**src/rtl/flow_table_ctrl.sv**
```systemverilog
// Flow table RAM owner: arbitrates datapath lookup/auto-learn against CSR read/write/clear, keeps saturating stats.
// Lookup result 2 cycles after accept (1 per 3 cycles peak); CSR ack 1-2 cycles after accept, clear 2**AW; lk_ready low while busy.
module flow_table_ctrl #(
  parameter int KEY_WIDTH  = 96,
  parameter int ADDR_WIDTH = 8,
  parameter int CNT_WIDTH  = 32
) (
  input  logic                  clk,
  input  logic                  rst,
  input  logic                  lk_valid,
  input  logic [KEY_WIDTH-1:0]  lk_key,
  output logic                  lk_ready,
  input  logic                  learn_en,
  output logic                  res_valid,
  output logic                  res_hit,
  output logic                  res_learned,
  output logic [ADDR_WIDTH-1:0] res_idx,
  input  logic                  cfg_req,
  input  logic [1:0]            cfg_op,
  input  logic [ADDR_WIDTH-1:0] cfg_idx,
  input  logic                  cfg_wvld,
  input  logic [KEY_WIDTH-1:0]  cfg_wkey,
  output logic                  cfg_ack,
  output logic                  cfg_rvld,
  output logic [KEY_WIDTH-1:0]  cfg_rkey,
  output logic                  busy,
  output logic                  mem_en,
  output logic                  mem_we,
  output logic [ADDR_WIDTH-1:0] mem_addr,
  output logic [KEY_WIDTH:0]    mem_wdata,
  input  logic [KEY_WIDTH:0]    mem_rdata,
  output logic [CNT_WIDTH-1:0]  hit_cnt,
  output logic [CNT_WIDTH-1:0]  miss_cnt,
  output logic [CNT_WIDTH-1:0]  learn_cnt,
  output logic [CNT_WIDTH-1:0]  coll_cnt
);
  typedef struct packed {
    logic                 vld;
    logic [KEY_WIDTH-1:0] key;
  } entry_t;

  typedef enum logic [2:0] {IDLE, LK_RD, LK_CMP, CFG_RD, CFG_DONE, CLR} state_t;

  localparam logic [1:0] OP_RD  = 2'b00;
  localparam logic [1:0] OP_WR  = 2'b01;
  localparam logic [1:0] OP_CLR = 2'b10;
  localparam int NSLICE = (KEY_WIDTH + ADDR_WIDTH - 1) / ADDR_WIDTH;

  state_t                  state, state_nxt;
  logic                    prio_csr;
  logic [KEY_WIDTH-1:0]    cap_key;
  logic                    cap_vld, cap_learn;
  logic [1:0]              cap_op;
  logic [ADDR_WIDTH-1:0]   cap_idx, clr_addr, lk_hash;
  logic [NSLICE*ADDR_WIDTH-1:0] key_pad;
  logic                    grant_lk, grant_cfg, hit, learn_wr;
  entry_t                  rd_ent, wr_ent;

  assign rd_ent    = entry_t'(mem_rdata);
  assign mem_wdata = wr_ent;
  assign busy      = (state != IDLE);
  assign lk_ready  = grant_lk;

  always_comb begin
    key_pad = '0;
    key_pad[KEY_WIDTH-1:0] = lk_key;
    lk_hash = '0;
    for (int i = 0; i < NSLICE; i++) lk_hash ^= key_pad[i*ADDR_WIDTH +: ADDR_WIDTH];
  end

  // On contention the pointer picks the side; a lone requester always wins.
  always_comb begin
    grant_lk  = 1'b0;
    grant_cfg = 1'b0;
    if (state == IDLE) begin
      grant_cfg = cfg_req && (!lk_valid || prio_csr);
      grant_lk  = lk_valid && (!cfg_req || !prio_csr);
    end
  end

  always_comb begin
    state_nxt   = state;
    mem_en      = 1'b0;
    mem_we      = 1'b0;
    mem_addr    = '0;
    wr_ent      = '0;
    res_valid   = 1'b0;
    res_hit     = 1'b0;
    res_learned = 1'b0;
    res_idx     = '0;
    cfg_ack     = 1'b0;
    hit         = rd_ent.vld && (rd_ent.key == cap_key);
    learn_wr    = !rd_ent.vld && cap_learn;
    case (state)
      IDLE: begin
        if (grant_lk) state_nxt = LK_RD;
        else if (grant_cfg) begin
          if (cfg_op == OP_CLR) state_nxt = CLR;
          else if (cfg_op == OP_RD || cfg_op == OP_WR) state_nxt = CFG_RD;
          else state_nxt = CFG_DONE;
        end
      end
      LK_RD: begin
        mem_en    = 1'b1;
        mem_addr  = cap_idx;
        state_nxt = LK_CMP;
      end
      LK_CMP: begin
        res_valid   = 1'b1;
        res_hit     = hit;
        res_idx     = cap_idx;
        res_learned = learn_wr;
        if (learn_wr) begin
          mem_en     = 1'b1;
          mem_we     = 1'b1;
          mem_addr   = cap_idx;
          wr_ent.vld = 1'b1;
          wr_ent.key = cap_key;
        end
        state_nxt = IDLE;
      end
      CFG_RD: begin
        mem_en     = 1'b1;
        mem_we     = (cap_op == OP_WR);
        mem_addr   = cap_idx;
        wr_ent.vld = cap_vld;
        wr_ent.key = cap_key;
        state_nxt  = CFG_DONE;
      end
      CFG_DONE: begin
        cfg_ack   = 1'b1;
        state_nxt = IDLE;
      end
      CLR: begin
        mem_en   = 1'b1;
        mem_we   = 1'b1;
        mem_addr = clr_addr;
        if (clr_addr == '1) begin
          cfg_ack   = 1'b1;
          state_nxt = IDLE;
        end
      end
      default: state_nxt = IDLE;
    endcase
  end

  function automatic logic [CNT_WIDTH-1:0] sat_inc(input logic [CNT_WIDTH-1:0] v);
    return (v == '1) ? v : v + CNT_WIDTH'(1);
  endfunction

  always_ff @(posedge clk or posedge rst) begin
    if (rst) begin
      state     <= IDLE;
      prio_csr  <= 1'b1;
      cap_key   <= '0;
      cap_vld   <= 1'b0;
      cap_learn <= 1'b0;
      cap_op    <= '0;
      cap_idx   <= '0;
      clr_addr  <= '0;
      cfg_rvld  <= 1'b0;
      cfg_rkey  <= '0;
      hit_cnt   <= '0;
      miss_cnt  <= '0;
      learn_cnt <= '0;
      coll_cnt  <= '0;
    end else begin
      state <= state_nxt;
      if (state == IDLE && lk_valid && cfg_req) prio_csr <= !prio_csr;
      // One capture register set serves whichever side was granted.
      if (grant_lk) begin
        cap_key   <= lk_key;
        cap_learn <= learn_en;
        cap_idx   <= lk_hash;
      end else if (grant_cfg) begin
        cap_key  <= cfg_wkey;
        cap_vld  <= cfg_wvld;
        cap_op   <= cfg_op;
        cap_idx  <= cfg_idx;
        clr_addr <= '0;
      end
      if (state == CLR) clr_addr <= clr_addr + ADDR_WIDTH'(1);
      if (state == CFG_DONE && cap_op == OP_RD) begin
        cfg_rvld <= rd_ent.vld;
        cfg_rkey <= rd_ent.key;
      end
      if (state == LK_CMP) begin
        if (hit) hit_cnt <= sat_inc(hit_cnt);
        else miss_cnt <= sat_inc(miss_cnt);
        if (learn_wr) learn_cnt <= sat_inc(learn_cnt);
        if (rd_ent.vld && !hit) coll_cnt <= sat_inc(coll_cnt);
      end
    end
  end
endmodule

```
**config.mk**
```make
export PLATFORM = sky130hd
export DESIGN_NAME = flow_table_ctrl
export DESIGN_NICKNAME = d
export VERILOG_FILES = /design/src/rtl/flow_table_ctrl.sv
export SDC_FILE = /design/constraint.sdc
export NUM_CORES = 1
export LEC_CHECK = 0
export ABC_AREA = 1
export CORE_AREA = 2 2 253 255
export DETAILED_ROUTE_END_ITERATION = 6
export DIE_AREA = 0 0 255 257
export GPL_ROUTABILITY_DRIVEN = 0
export HOLD_SLACK_MARGIN = 0.03
export PLACE_DENSITY = 0.64
export SLEW_MARGIN = 10
export SYNTH_ARGS = -nofsm -noshare
export SYNTH_HDL_FRONTEND = slang
export SYNTH_SLANG_ARGS = --single-unit
```
**constraint.sdc**
```tcl
create_clock -name clk -period 24.5 [get_ports clk]
set_input_delay 3.675 -clock clk [delete_from_list [all_inputs] [get_ports clk]]
set_output_delay 3.675 -clock clk [all_outputs]
set_load 0.005 [all_outputs]
```
==> impl_metrics.json <==
{
  "status": "complete, no violations",
  "ir_drop_mv": 0.0591,
  "cts_sinks": 345,
  "layout_common_cells": "nand2_1, clkdlybuf4s50_1, dfrtp_1, nor2_1, inv_1",
  "synthAdderAreaFrac": 0.00299,
  "synth_area_um2": 20900,
  "cts_tree": "done",
  "grt_pass1_vias": 21024,
  "grt_pass1_wl_um": 139000,
  "cts.htree.levels": 2,
  "cp_data_arrival_time_ns": 7.07,
  "final_cells": 4344,
  "clkSlewWorstSetupHoldPaths_ns": 0.06,
  "port_buffers": 650,
  "worstHoldEndpoint": "cfg_rkey[12]",
  "finalPower_mw": 2.83,
  "area_delta_synth_final_pct": 41.5,
  "r2r_setup_slack_ns": 20.93,
  "tightest_slew_ns": 1.18,
  "core_um2": 62700,
  "synth_top_flop_cell": "dfrtp_1",
  "ys_warn_count": 0,
  "cts_setup_buffers": 0,
  "die_area_um2": 65500,
  "setup_ws_ns": 13.76,
  "holdBufCountCts": 0,
  "ys_ff_latch": 345,
  "sw_frac_of_total": 0.408,
  "avgSynthCellArea_um2": 7.34,
  "reg2reg_from": "state[0]",
  "dpl.hpwl_um": 75300,
  "seqPwrFrac": 0.320,
  "drc": 0,
  "fmax_ghz": 0.0931,
  "multiInputGateArea_um2": 10700,
  "drt_iter0_markers": 1858,
  "end_kind": "output pin",
  "postSynth.asyncResetShare": 1.00,
  "hold_violations": 0,
  "slew_headroom": 0.212,
  "clock-skew-final_ns": 0.0258,
  "wl_per_cell_um": 22.1,
  "grt_max_degree": 103,
  "slew_viol_final": 0,
  "ys_types": 43,
  "hp-class": "reg2reg",
  "layout_commonest_cell": "nand2_1",
  "ff_latch_area_um2": 8630,
  "p_leak_nw": 13.2,
  "synth_top_family_by_area": "simple AND/OR/NAND/NOR gates",
  "worstPathMaxFanout": 34,
  "period_minus_slack_ns": 10.74,
  "start_util": 0.334,
  "tns_ns": 0,
  "via_per_inst": 4.99,
  "period_share": 0.438,
  "startpoint_type": "input pin",
  "drive_above_1_share": 0.0542,
  "p_int_mw": 1.67,
  "num_io_pins": 651,
  "grt_overflow_total": 0,
  "cap_violations": 0,
  "drtAntennaViolNets": 0,
  "num_rows": 92,
  "hold_depth": 2,
  "synth_edf_count": 0,
  "cts_buffers": 44,
  "clock_latency_ns": 0.58,
  "powerDensity_nw_per_um2": 95.4,
  "cts_buffer_depth": 3,
  "worst_ep_required_time_ns": 20.82,
  "fin_nets": 3765,
  "dr.pass1.iters": 5,
  "synth_compound_area_frac": 0.0652,
  "synth_mux_area_frac": 0.0221,
  "die_width_um": 255,
  "synth_simple_gate_area_frac": 0.322,
  "worstSetupPathType": "in2out",
  "synth_nets": 3160,
  "cts_root_buf": "clkbuf_16",
  "timing.rr.end": "state[1]",
  "n_fill_cell": 6232,
  "seq_area_frac_synth": 0.413,
  "vias": 21657,
  "antenna_found_initial": 19,
  "hold_start": "cfg_rkey[12]",
  "switching_power_mw": 1.15,
  "numPlacedInstances": 4255,
  "synth_cells": 2850,
  "dpl_worst_slack_ns": 13.80,
  "holdWs_ns": 0.484,
  "post_cts_resized": 0,
  "grt_usage": 0.287,
  "worst-r2r-cell-count": 10,
  "synth_xor_xnor_area_share": 0.0984,
  "setup_viol": 0,
  "dieHeight_um": 257,
  "clock_power_share": 0.234,
  "rsz0062_at_grt": "false",
  "p_comb_frac": 0.446,
  "wirelength_um": 96000
}
-- critical path: stages --
cell             delay [ns]
clkdlybuf4s50_1        0.56
xnor2_1                0.55
nand2_1                0.15
nor2_1                 0.18
nand2_1                0.07
nor2_1                 0.47
nand2_1                0.18
nor2_4                 0.22
nand3_2                0.09
buf_4                  0.27
nor2_1                 0.12
clkdlybuf4s50_1        0.51
-- state kept, by name (all words and copies together) (netlist names), 2 cells and up --
name / flops
learn_cnt: 32
clr_addr: 8
cap_idx: 8
coll_cnt: 32
hit_cnt: 32
cap_key: 96
miss_cnt: 32
state: 3
cap_op: 2
cfg_rkey: 96
-- kinds of logic (layout without fill, tap and decap cells) --
kind of cell,after synthesis,after routing
buf+inv,398,1036
compound gates,211,211
flops,345,345
other cells,0,10
mux,41,41
fa+ha+maj,5,5
xor+xnor,235,235
simple gates,1615,1615
-- stage by stage --
stage | utilization | cell area (um^2)
2_1_floorplan | - | 20900
3_3_place_gp | 0.449 | 28200
3_5_place_dp | 0.449 | 28200
4_1_cts | 0.472 | 29600
5_1_grt | 0.472 | 29600
6_report | 0.472 | 29600
-- layer usage --
metal / up-vias / track usage / routed length [um]
li1: 10343 / - / -
met2: 865 / 0.463 / 44000
met1: 10281 / 0.382 / 41200
met5: - / 0 / 126
met4: 20 / 0.0799 / 2690
met3: 148 / 0.0690 / 8000
-- cell usage after synthesis (6+ instances only) --
master / count / area, um^2
buf_2: 38 / 190
buf_6: 6 / 67.6
clkbuf_1: 55 / 206
dfrtp_1: 344 / 8610
inv_1: 254 / 953
inv_2: 34 / 128
mux2_2: 41 / 462
nand2_1: 944 / 3540
nand3_1: 206 / 1030
nand3b_1: 10 / 75.1
nand4_1: 67 / 419
nor2_1: 306 / 1150
nor3_1: 39 / 195
nor4_1: 22 / 138
o211ai_1: 91 / 683
o21ai_0: 87 / 435
o22ai_1: 11 / 68.8
xnor2_1: 130 / 1140
xor2_1: 105 / 920
-- area by class of cell --
type / count / area share
tap: 846 / 0.0357
inverter: 291 / 0.0373
multi-input combinational: 2107 / 0.362
antenna: 10 / 0.000845
clock buffer: 62 / 0.0425
clock inverter: 17 / 0.00617
timing repair buffer: 666 / 0.224
sequential: 345 / 0.292
-- worst max-delay path by stage --
stage | from | to | slack [ns] | cells after the start
final | mem_rdata[39] | res_hit | 13.76 | 12
after global routing | mem_rdata[39] | res_hit | 13.62 | 12
after CTS | mem_rdata[39] | res_hit | 13.80 | 12
after detailed placement | mem_rdata[39] | res_hit | 13.80 | 12
after global placement | mem_rdata[39] | res_hit | 13.81 | 12
after floorplan | rst | cap_idx[0] | 11.26 | 1
-- power by group through the flow --
stage / logic, mW / registers, mW / clock network [mW]
after floorplan: 0.609 / 0.889 / 0
after global routing: 1.37 / 0.926 / 0.697
after detailed placement: 1.26 / 0.907 / 0
after CTS: 1.26 / 0.901 / 0.674
after global placement: 1.25 / 0.904 / 0
final: 1.26 / 0.903 / 0.662
Note: power is estimated with default switching activity, not from simulation.
